`src/rtl/serial_add_pkg.sv`:
```
// Shared types and constants for the bit-serial adder/subtractor.
// Optional feature macro: SERIAL_ADD_OVF_EN (signed overflow flag).
package serial_add_pkg;

    localparam int DEFAULT_WIDTH = 32;

    typedef enum logic [1:0] {
        IDLE = 2'd0,
        RUN  = 2'd1,
        DONE = 2'd2
    } state_t;

    // Bit counter must reach WIDTH-1 without wrapping.
    function automatic int cnt_width(input int width);
        return $clog2(width) + 1;
    endfunction

endpackage

```
`src/rtl/serial_adder_ctrl_if.sv`:
```
// Request/result bundle between a requester and serial_adder_ctrl.
// Optional feature macro: SERIAL_ADD_OVF_EN (drives overflow).
interface serial_adder_ctrl_if
    import serial_add_pkg::*;
#(
    parameter int WIDTH = DEFAULT_WIDTH
);

    logic             start;
    logic             sub;
    logic [WIDTH-1:0] op_a;
    logic [WIDTH-1:0] op_b;
    logic             busy;
    logic             done;
    logic [WIDTH-1:0] result;
    logic             cout;
    logic             overflow;

    modport master (
        output start, sub, op_a, op_b,
        input  busy, done, result, cout, overflow
    );

    modport slave (
        input  start, sub, op_a, op_b,
        output busy, done, result, cout, overflow
    );

endinterface

```
`src/rtl/serial_adder_ctrl_fa.sv`:
```
// Single-bit combinational full adder used by the serial datapath.
// Optional feature macro: SERIAL_ADD_OVF_EN (not used here).
module fa_cell (
    input  logic a,
    input  logic b,
    input  logic ci,
    output logic s,
    output logic co
);

    assign s  = a ^ b ^ ci;
    assign co = (a & b) | (a & ci) | (b & ci);

endmodule

```
`src/rtl/serial_adder_ctrl.sv`:
```
// Bit-serial add/subtract controller, LSB first, one bit per cycle.
// Optional feature macro: SERIAL_ADD_OVF_EN (registered signed overflow).
module serial_adder_ctrl
    import serial_add_pkg::*;
#(
    parameter int WIDTH = DEFAULT_WIDTH
) (
    input logic              clk,
    input logic              rst,
    serial_adder_ctrl_if.slave bus
);

    localparam int CNT_W = cnt_width(WIDTH);
    localparam int IDX_W = CNT_W - 1;
    localparam logic [CNT_W-1:0] CNT_LAST = CNT_W'(WIDTH - 1);

    state_t           r_state;
    logic [WIDTH-1:0] r_a;
    logic [WIDTH-1:0] r_b;
    logic             r_sub;
    logic             r_carry;
    logic [CNT_W-1:0] r_cnt;
    logic [WIDTH-1:0] r_res;
    logic             r_cout;
    logic             r_busy;
    logic             r_done;

    logic [IDX_W-1:0] w_idx;
    logic             w_a_bit;
    logic             w_b_bit;
    logic             w_s;
    logic             w_co;

    // Operands stay frozen; the counter selects the current bit.
    assign w_idx   = r_cnt[IDX_W-1:0];
    assign w_a_bit = r_a[w_idx];
    assign w_b_bit = r_b[w_idx] ^ r_sub;

    fa_cell u_fa (
        .a  (w_a_bit),
        .b  (w_b_bit),
        .ci (r_carry),
        .s  (w_s),
        .co (w_co)
    );

`ifdef SERIAL_ADD_OVF_EN
    logic r_ovf;

    // Carry into MSB is the live carry during the last RUN cycle.
    always_ff @(posedge clk) begin
        if (!rst) begin
            r_ovf <= 1'b0;
        end else if (r_state == RUN && r_cnt == CNT_LAST) begin
            r_ovf <= r_carry ^ w_co;
        end
    end

    assign bus.overflow = r_ovf;
`else
    assign bus.overflow = 1'b0;
`endif

    // Control FSM plus serial datapath state and registered outputs.
    always_ff @(posedge clk) begin
        if (!rst) begin
            r_state <= IDLE;
            r_a     <= '0;
            r_b     <= '0;
            r_sub   <= 1'b0;
            r_carry <= 1'b0;
            r_cnt   <= '0;
            r_res   <= '0;
            r_cout  <= 1'b0;
            r_busy  <= 1'b0;
            r_done  <= 1'b0;
        end else begin
            r_done <= 1'b0;
            case (r_state)
                IDLE: begin
                    if (bus.start) begin
                        r_a     <= bus.op_a;
                        r_b     <= bus.op_b;
                        r_sub   <= bus.sub;
                        r_carry <= bus.sub;
                        r_cnt   <= '0;
                        r_busy  <= 1'b1;
                        r_state <= RUN;
                    end
                end
                RUN: begin
                    r_res   <= {w_s, r_res[WIDTH-1:1]};
                    r_carry <= w_co;
                    r_cnt   <= r_cnt + CNT_W'(1);
                    if (r_cnt == CNT_LAST) begin
                        r_cout  <= w_co;
                        r_done  <= 1'b1;
                        r_state <= DONE;
                    end
                end
                DONE: begin
                    r_busy  <= 1'b0;
                    r_state <= IDLE;
                end
                default: begin
                    r_busy  <= 1'b0;
                    r_state <= IDLE;
                end
            endcase
        end
    end

    assign bus.busy   = r_busy;
    assign bus.done   = r_done;
    assign bus.result = r_res;
    assign bus.cout   = r_cout;

endmodule

```
`src/flat_wrapper.sv`:
```
// flat-port wrapper written by rule: the top's interface ports become plain ports
module serial_adder_ctrl_flat import serial_add_pkg::*;
#(
    parameter int WIDTH = DEFAULT_WIDTH
)
  (clk, rst, bus_start, bus_sub, bus_op_a, bus_op_b, bus_busy, bus_done, bus_result, bus_cout, bus_overflow);
  serial_adder_ctrl_if #(.WIDTH(WIDTH)) bus_i ();
  input logic clk;
  input logic rst;
  input wire logic [$bits(bus_i.start)-1:0] bus_start;
  input wire logic [$bits(bus_i.sub)-1:0] bus_sub;
  input wire logic [$bits(bus_i.op_a)-1:0] bus_op_a;
  input wire logic [$bits(bus_i.op_b)-1:0] bus_op_b;
  output wire logic [$bits(bus_i.busy)-1:0] bus_busy;
  output wire logic [$bits(bus_i.done)-1:0] bus_done;
  output wire logic [$bits(bus_i.result)-1:0] bus_result;
  output wire logic [$bits(bus_i.cout)-1:0] bus_cout;
  output wire logic [$bits(bus_i.overflow)-1:0] bus_overflow;
  assign bus_i.start = bus_start;
  assign bus_i.sub = bus_sub;
  assign bus_i.op_a = bus_op_a;
  assign bus_i.op_b = bus_op_b;
  assign bus_busy = bus_i.busy;
  assign bus_done = bus_i.done;
  assign bus_result = bus_i.result;
  assign bus_cout = bus_i.cout;
  assign bus_overflow = bus_i.overflow;
  serial_adder_ctrl #(.WIDTH(WIDTH)) u_core (.clk(clk), .rst(rst), .bus(bus_i));
endmodule
```
`config.mk`:
```
export PLATFORM = sky130hd
export DESIGN_NAME = serial_adder_ctrl_flat
export DESIGN_NICKNAME = d
export VERILOG_FILES = /design/src/rtl/serial_add_pkg.sv /design/src/rtl/serial_adder_ctrl_if.sv /design/src/rtl/serial_adder_ctrl_fa.sv /design/src/rtl/serial_adder_ctrl.sv /design/src/flat_wrapper.sv
export SDC_FILE = /design/constraint.sdc
export NUM_CORES = 1
export LEC_CHECK = 0
export CORE_MARGIN = 4
export CORE_UTILIZATION = 34
export CTS_CLUSTER_SIZE = 12
export DETAILED_ROUTE_END_ITERATION = 16
export PLACE_DENSITY = 0.62
export SLEW_MARGIN = 20
export SYNTH_ARGS = -nofsm -noshare
export SYNTH_HDL_FRONTEND = slang
export SYNTH_SLANG_ARGS = --single-unit
```
`constraint.sdc`:
```
create_clock -name clk -period 3.45 [get_ports clk]
set_input_delay 0.345 -clock clk [delete_from_list [all_inputs] [get_ports clk]]
set_output_delay 0.345 -clock clk [all_outputs]
set_load 0.02 [all_outputs]
```
Yosys cells after proc, flatten, opt, wreduce, memory -nomap -nowiden
Cells that the tools add are included.
{"block": "classes", "eq_ne": 4, "n_reduce_logical": 8, "bitwise": 9, "magnitude_cmp": 1, "n_mux": 14, "addsub": 1}
{"op": "6-bit one-hot mux with 2 select lines", "count": 1}
{"op": "2-bit AND reduction", "count": 6}
{"op": "1-bit binary-select mux with 5-bit select", "count": 2}
{"op": "6-bit by 1-bit adder with 6-bit output, second input constant", "count": 1}
{"op": "6-bit by 5-bit == test with 1-bit output, second input constant", "count": 1}
{"op": "5-bit by 6-bit less-than comparator with 1-bit output, second input constant", "count": 1}
{"op": "6-bit two-way mux", "count": 1}
{"op": "1-bit two-way mux", "count": 5}
{"op": "2-bit two-way mux", "count": 2}
{"op": "1-bit one-hot mux with 2 select lines", "count": 2}
{"op": "2-bit one-hot mux with 2 select lines", "count": 1}
{"op": "1-bit bitwise AND", "count": 3}
{"op": "1-bit bitwise XOR", "count": 3}
{"op": "2-bit by 1-bit == test with 1-bit output, second input constant", "count": 1}
{"op": "2-bit zero test", "count": 1}
{"op": "2-bit by 1-bit inequality test with 1-bit output, second input constant", "count": 1}
{"op": "2-bit inequality test, second input constant", "count": 1}
{"op": "1-bit bitwise OR", "count": 2}
{"op": "2-bit nonzero test", "count": 1}
{"op": "1-bit inverter", "count": 1}
{"block": "totals", "ff_bits": 109, "wordCells": 47, "output_inout_bits": 36, "inputBits": 68}

Longest topological paths before layout
{"block": "depth", "depth_word": 7, "mapped_depth": 12, "depth_no_buf": 9}

By module
From an unflattened synthesis, not the netlist that was laid out.
{"block": "unflattened", "cells_unflattened": 534, "area_unflattened_um2": 4423.0}
{"module": "serial_adder_ctrl", "seq_area_each_um2": 2182.1, "n_inst": 1, "cells_per_inst": 533, "area_per_inst_um2": 4403.0}
{"module": "fa_cell", "seq_area_each_um2": 0.0, "n_inst": 1, "cells_per_inst": 1, "area_per_inst_um2": 20.0}

Worst setup path after synthesis
No wires, ideal clock.
{"block": "synth_path", "kind": "register -> register", "start": "register u_core.r_cnt[0]", "end": "register u_core.r_res[31] (netlist: u_core.bus.result[31])", "stages_incl_launch_ff": 8, "synth_period_minus_slack_ns": 2.347, "n_path_buf": 1, "slack_ns": 1.103, "t_required_ns": 3.392, "arrival_ns": 2.288, "setup_time_ns": 0.058, "path_cell_list": "dfxtp_1 buf_6 mux4_1 mux4_2 mux2i_1 fa_1 nand2_1 o211a_1"}
{"block": "synth_between", "elab_chain_cells": 5, "word_cells_on_any_way": 7, "classes_between": "mux: 4; bitwise: 3"}
{"item": "from (decl)", "line_no": "serial_adder_ctrl.sv:22", "text": "logic [CNT_W-1:0] r_cnt;"}
{"item": "from (signal assigned)", "line_no": "serial_adder_ctrl.sv:94", "text": "r_cnt <= r_cnt + CNT_W'(1);"}
{"item": "1-bit binary-select mux with 5-bit select", "line_no": "serial_adder_ctrl.sv:37", "text": "assign w_b_bit = r_b[w_idx] ^ r_sub;"}
{"item": "1-bit two-way mux (not written as such)", "line_no": "serial_adder_ctrl.sv:37"}
{"item": "1-bit bitwise XOR", "line_no": "serial_adder_ctrl.sv:37"}
{"item": "1-bit bitwise XOR (*) (2 in series)", "line_no": "serial_adder_ctrl_fa.sv:11", "text": "assign s = a ^ b ^ ci;"}
{"item": "to (signal assigned)", "line_no": "serial_adder_ctrl.sv:92", "text": "r_res <= {w_s, r_res[WIDTH-1:1]};"}
{"item": "to (decl)", "line_no": "serial_adder_ctrl.sv:23", "text": "logic [WIDTH-1:0] r_res;"}
Mark *: on every way between the ends. The rest lies on a longest branch, timed or not. The select of a mux whose other input is x is not followed.
A chain may end at the register's enable or synchronous reset.

Worst setup path in the final report
{"block": "layout_path", "start": "register u_core.r_cnt[0]", "end": "register u_core.r_carry"}
{"block": "layout_between", "elab_chain_cells": 7, "word_cells_on_any_way": 11, "classes_between": "mux: 5; bitwise: 6"}
{"item": "1-bit binary-select mux with 5-bit select", "line_no": "serial_adder_ctrl.sv:37"}
{"item": "1-bit two-way mux (not written as such)", "line_no": "serial_adder_ctrl.sv:37"}
{"item": "1-bit bitwise XOR", "line_no": "serial_adder_ctrl.sv:37"}
{"item": "1-bit bitwise AND", "line_no": "serial_adder_ctrl_fa.sv:12", "text": "assign co = (a & b) | (a & ci) | (b & ci);"}
{"item": "1-bit bitwise OR", "line_no": "serial_adder_ctrl_fa.sv:12"}
{"item": "1-bit bitwise OR (*)", "line_no": "serial_adder_ctrl_fa.sv:12"}
{"item": "1-bit one-hot mux with 2 select lines (*)", "line_no": "serial_adder_ctrl.sv:79", "text": "case (r_state)"}
{"item": "to (signal assigned)", "line_no": "serial_adder_ctrl.sv:85", "text": "r_carry <= bus.sub;"}
{"item": "to (signal assigned)", "line_no": "serial_adder_ctrl.sv:93", "text": "r_carry <= w_co;"}
{"item": "to (decl)", "line_no": "serial_adder_ctrl.sv:21", "text": "logic r_carry;"}
Marks and branches as above.

==> impl_summary.md <==
Floorplanning
The floorplan step set the die height to 125 µm. The number of rows created at floorplan is 42. The number of top-level pins is 104. The die is 125 µm wide. In this run the standard cell core region covers 13300 µm².

For this configuration, the core starts out at a cell density of 0.349. The floorplan step defined a die boundary enclosing 15600 µm².

STA
The worst-margin pin slew is 940 ps. The final hold violation count is 0. Setup repair after global routing left no endpoint under its margin. Based on the critical path, the design can be clocked at up to 373 MHz. Setup total negative slack on the finished layout was measured at 0 ps. Counting I/O delays and the setup requirement, the final critical path takes 2680 ps.

The part of the cycle the worst path needs is 0.778. The count of pins over their slew limit is 0. Setup violations remaining at the end of the flow were counted as 0. The remaining max-slew budget at the tightest pin is 0.373. The final worst clock skew is 9.40 ps.

Yosys
After synthesis, the mean cell area works out to 8.75 µm². Of the post-synthesis cell area, the dominant cell type holds 0.468. The async set-or-reset flop fraction in the synthesized netlist is 0. The synthesized netlist contains 38 unique library cells. The flip-flop and latch count after synthesis is 109. The cell type with the highest aggregate area in the netlist is sky130_fd_sc_hd__dfxtp_1. The synthesized net count is 603. In this run, synthesis inferred 0 flip-flops with an integrated enable. The part of the Yosys area used for sequential elements is 0.468. Sorting the synthesized cells by area gives the leading types as sky130_fd_sc_hd__dfxtp_1 (47%), sky130_fd_sc_hd__a21boi_0 (16%), sky130_fd_sc_hd__nand2_1 (16%), sky130_fd_sc_hd__mux2i_1 (3.7%), sky130_fd_sc_hd__mux4_2 (3.4%). Synthesis produced a netlist whose cell count is 533.

During synthesis, Yosys emitted a total of 0 warnings. The mapped netlist covers 4660 µm². The dominant register cell in the synthesized netlist is sky130_fd_sc_hd__dfxtp_1.

Run status
The run finished with clean final reports.

Run
The reported max-cap violation count is 0.

Setup path
Of all nets on the critical path, the largest fanout is 19. The number of cells on the critical path is 10. The launch point of the worst reg-to-reg path is u_core.r_cnt[0]$_SDFFE_PN0P_. Broken down by cell family, the worst path's largest delay share belongs to compound AO/OA/AOI/OAI gates.

The timing startpoint of the critical path is u_core.r_cnt[0]$_SDFFE_PN0P_. The required time at the endpoint of the critical path is 3730 ps. The path depth of the worst reg2reg path is 10. The critical path endpoint category is a register.

Across all register-to-register paths, the minimum setup slack is 770 ps. In this run the critical register-to-register path is captured at u_core.r_carry$_SDFFE_PN0P_. The category of the most critical setup path is reg -> reg. The cell that appears most often on the critical path is sky130_fd_sc_hd__a21oi_1. The signal on the critical path passes through buf_4, mux2i_1, a22oi_1, a21oi_1, nor4_2, xnor2_1, fa_1, o21ai_0, a21oi_1, nor2b_1.

The number of buffers and inverters on the critical path is 1. STA puts the critical path data arrival time at 2960 ps. For this design, the slowest cell found on the critical path is sky130_fd_sc_hd__dfxtp_2.

For this run, the slowest stage of the critical path takes 520 ps. The launching element type of the critical path is a register.

Min path
For hold timing, the worst endpoint is u_core.r_a[18]$_SDFFE_PN0P_. The number of instances on the worst hold path is 2. The path category of the worst min-delay check is reg -> reg.

The beginning of the worst hold path is u_core.r_a[18]$_SDFFE_PN0P_.

Final layout
The filler cell count in the final layout is 1315. In the final layout, the share of cells above drive strength 1 is 0.0614. The count of antenna diodes in the layout is 0. The count of nets after finishing is 684. The area growth from synthesis to final layout is 30.5%. The final cell utilization of the core is 0.456.

In the layout the commonest cells are sky130_fd_sc_hd__nand2_1 (197), sky130_fd_sc_hd__dfxtp_1 (108), sky130_fd_sc_hd__clkdlybuf4s50_1 (101). The leading cell type in the layout, fill and taps excluded is sky130_fd_sc_hd__nand2_1.

Placed design
Detailed placement ended at an HPWL of 7780 µm. Port buffering added 102 buffers. The final RePlAce weighted congestion is 0.750.

Drt
The total wirelength of the detailed-routed design is 10800 µm. The first routing iteration left 251 violations. The number of search-and-repair iterations in the first detailed-routing pass is 4. The residual DRC count is 0. The count of nets left with antenna violations once routing finished came out at 0.

After detailed routing, the average wire length per cell comes to 13.5 µm. The ratio of routed vias to standard cells is 4.67. The detailed router placed 3710 vias in this run.

Clocking
In this run, post-CTS repair resized a total of 0 instances. The clock transition time at the flip-flop clock pins of the worst setup and hold paths is 70 ps. The total CTS buffers is 9. The clock latency reported for the late side of the worst-skew pair is 340 ps. The number of hold buffers added after CTS was 0. In this run the deepest clock path goes through 2 buffers. The clock net sink count is 109. The library cell used as clock root buffer is sky130_fd_sc_hd__clkbuf_16.

After clock tree synthesis, the setup repair step added 0 buffers. The maximum level of the CTS H-tree is 3. The clock tree from TritonCTS is built.

Global route
The largest net degree at the start of global routing is 66. For this run, the total global-route usage over all layers was measured as 0.139. The residual overflow from global routing is 0. The first global-routing pass estimated 18300 µm of wire.

The number of global-route vias before repair came to 3819. The number of antenna violations at the first check in global routing is 0.

Power
Power spread over the standard cell area amounts to 444 nW/µm². The worst-case vdd ir drop is 0.233 mV. Summed over all cells, the static leakage comes to 2.14 nW.
==> Yosys cell counts (4+ instances only) <==
| library cell | number |
|---|---|
| sky130_fd_sc_hd__nand3_1 | 4 |
| sky130_fd_sc_hd__mux2i_1 | 17 |
| sky130_fd_sc_hd__a21oi_1 | 6 |
| sky130_fd_sc_hd__clkbuf_1 | 25 |
| sky130_fd_sc_hd__a22oi_1 | 8 |
| sky130_fd_sc_hd__nand2_1 | 197 |
| sky130_fd_sc_hd__buf_1 | 9 |
| sky130_fd_sc_hd__mux4_2 | 7 |
| sky130_fd_sc_hd__and2_1 | 5 |
| sky130_fd_sc_hd__nor2b_1 | 5 |
| sky130_fd_sc_hd__nor2_1 | 5 |
| sky130_fd_sc_hd__o21ai_0 | 4 |
| sky130_fd_sc_hd__a21boi_0 | 99 |
| sky130_fd_sc_hd__dfxtp_1 | 109 |
==> flip-flops by register name, summed over array words and instances (netlist names) <==
name,count
u_core.bus.result,32
u_core.r_a,32
u_core.r_b,32
u_core.r_cnt,6
u_core.r_state,2
u_core.bus.busy,1
u_core.bus.cout,1
u_core.bus.done,1
u_core.r_carry,1
u_core.r_sub,1
==> worst reg2reg max path, delay by kind of cell, from the launching register on <==
family          cells  cell delay (ps)
simple gates        2              500
fa+ha+maj           1              400
flops               1              520
buf+inv             1              370
compound gates      4              570
xor+xnor            1              130
mux                 1              150
==> worst max-delay path by stage <==
| stage | end | slack (ps) |
|---|---|---|
| floorplan | u_core.bus.result[31]$_SDFFE_PN0P_ | 1100 |
| global placement | u_core.bus.result[31]$_SDFFE_PN0P_ | 970 |
| detailed placement | u_core.r_carry$_SDFFE_PN0P_ | 730 |
| CTS | u_core.r_carry$_SDFFE_PN0P_ | 720 |
| global route | u_core.r_carry$_SDFFE_PN0P_ | 540 |
| finish | u_core.r_carry$_SDFFE_PN0P_ | 770 |
==> final cells by class <==
type	instances	area [µm²]	area share
multi-input cells	381	2280	0.375
flip-flops and latches	109	2180	0.359
repair buffers	111	1080	0.178
clock buffers	10	239	0.0393
well taps	176	220	0.0362
clock inverters	6	66.3	0.0109
inverters	2	7.51	0.00123
==> metrics by stage <==
stage	instances	hold WS, ps	cell area [µm²]	setup slack [ps]	power, mW
2_1_floorplan	533	439	4660	1100	1.55
3_3_place_gp	779	448	5780	974	1.67
3_5_place_dp	779	458	5780	732	1.68
4_1_cts	795	468	6080	716	2.74
5_1_grt	795	491	6080	545	2.83
6_report	795	464	6080	766	2.70
==> kinds of logic after synthesis <==
kind of cell | after synthesis | synth area share
flops | 109 | 0.468
fa+ha+maj | 2 | 0.00698
buf+inv | 43 | 0.0437
compound gates | 123 | 0.194
mux | 27 | 0.0872
simple gates | 227 | 0.198
other cells | 1 | 0.000804
xor+xnor | 1 | 0.00188
==> power breakdown <==
part	total, mW	leakage, nW	switching, mW	internal (mW)
Combinational	0.303	1.10	0.146	0.157
Sequential	1.34	0.890	0.0344	1.31
Clock	1.06	0.154	0.467	0.589
Total	2.70	2.14	0.647	2.06
==> layer usage <==
metal  vias up  global-route usage  wire length [µm]
li1       1931                   -                 -
met2        77               0.230              5020
met1      1693               0.185              5210
met5         -                   0                 0
met4         0              0.0421               138
met3         9              0.0281               384
(Power assumes the default switching activity.)
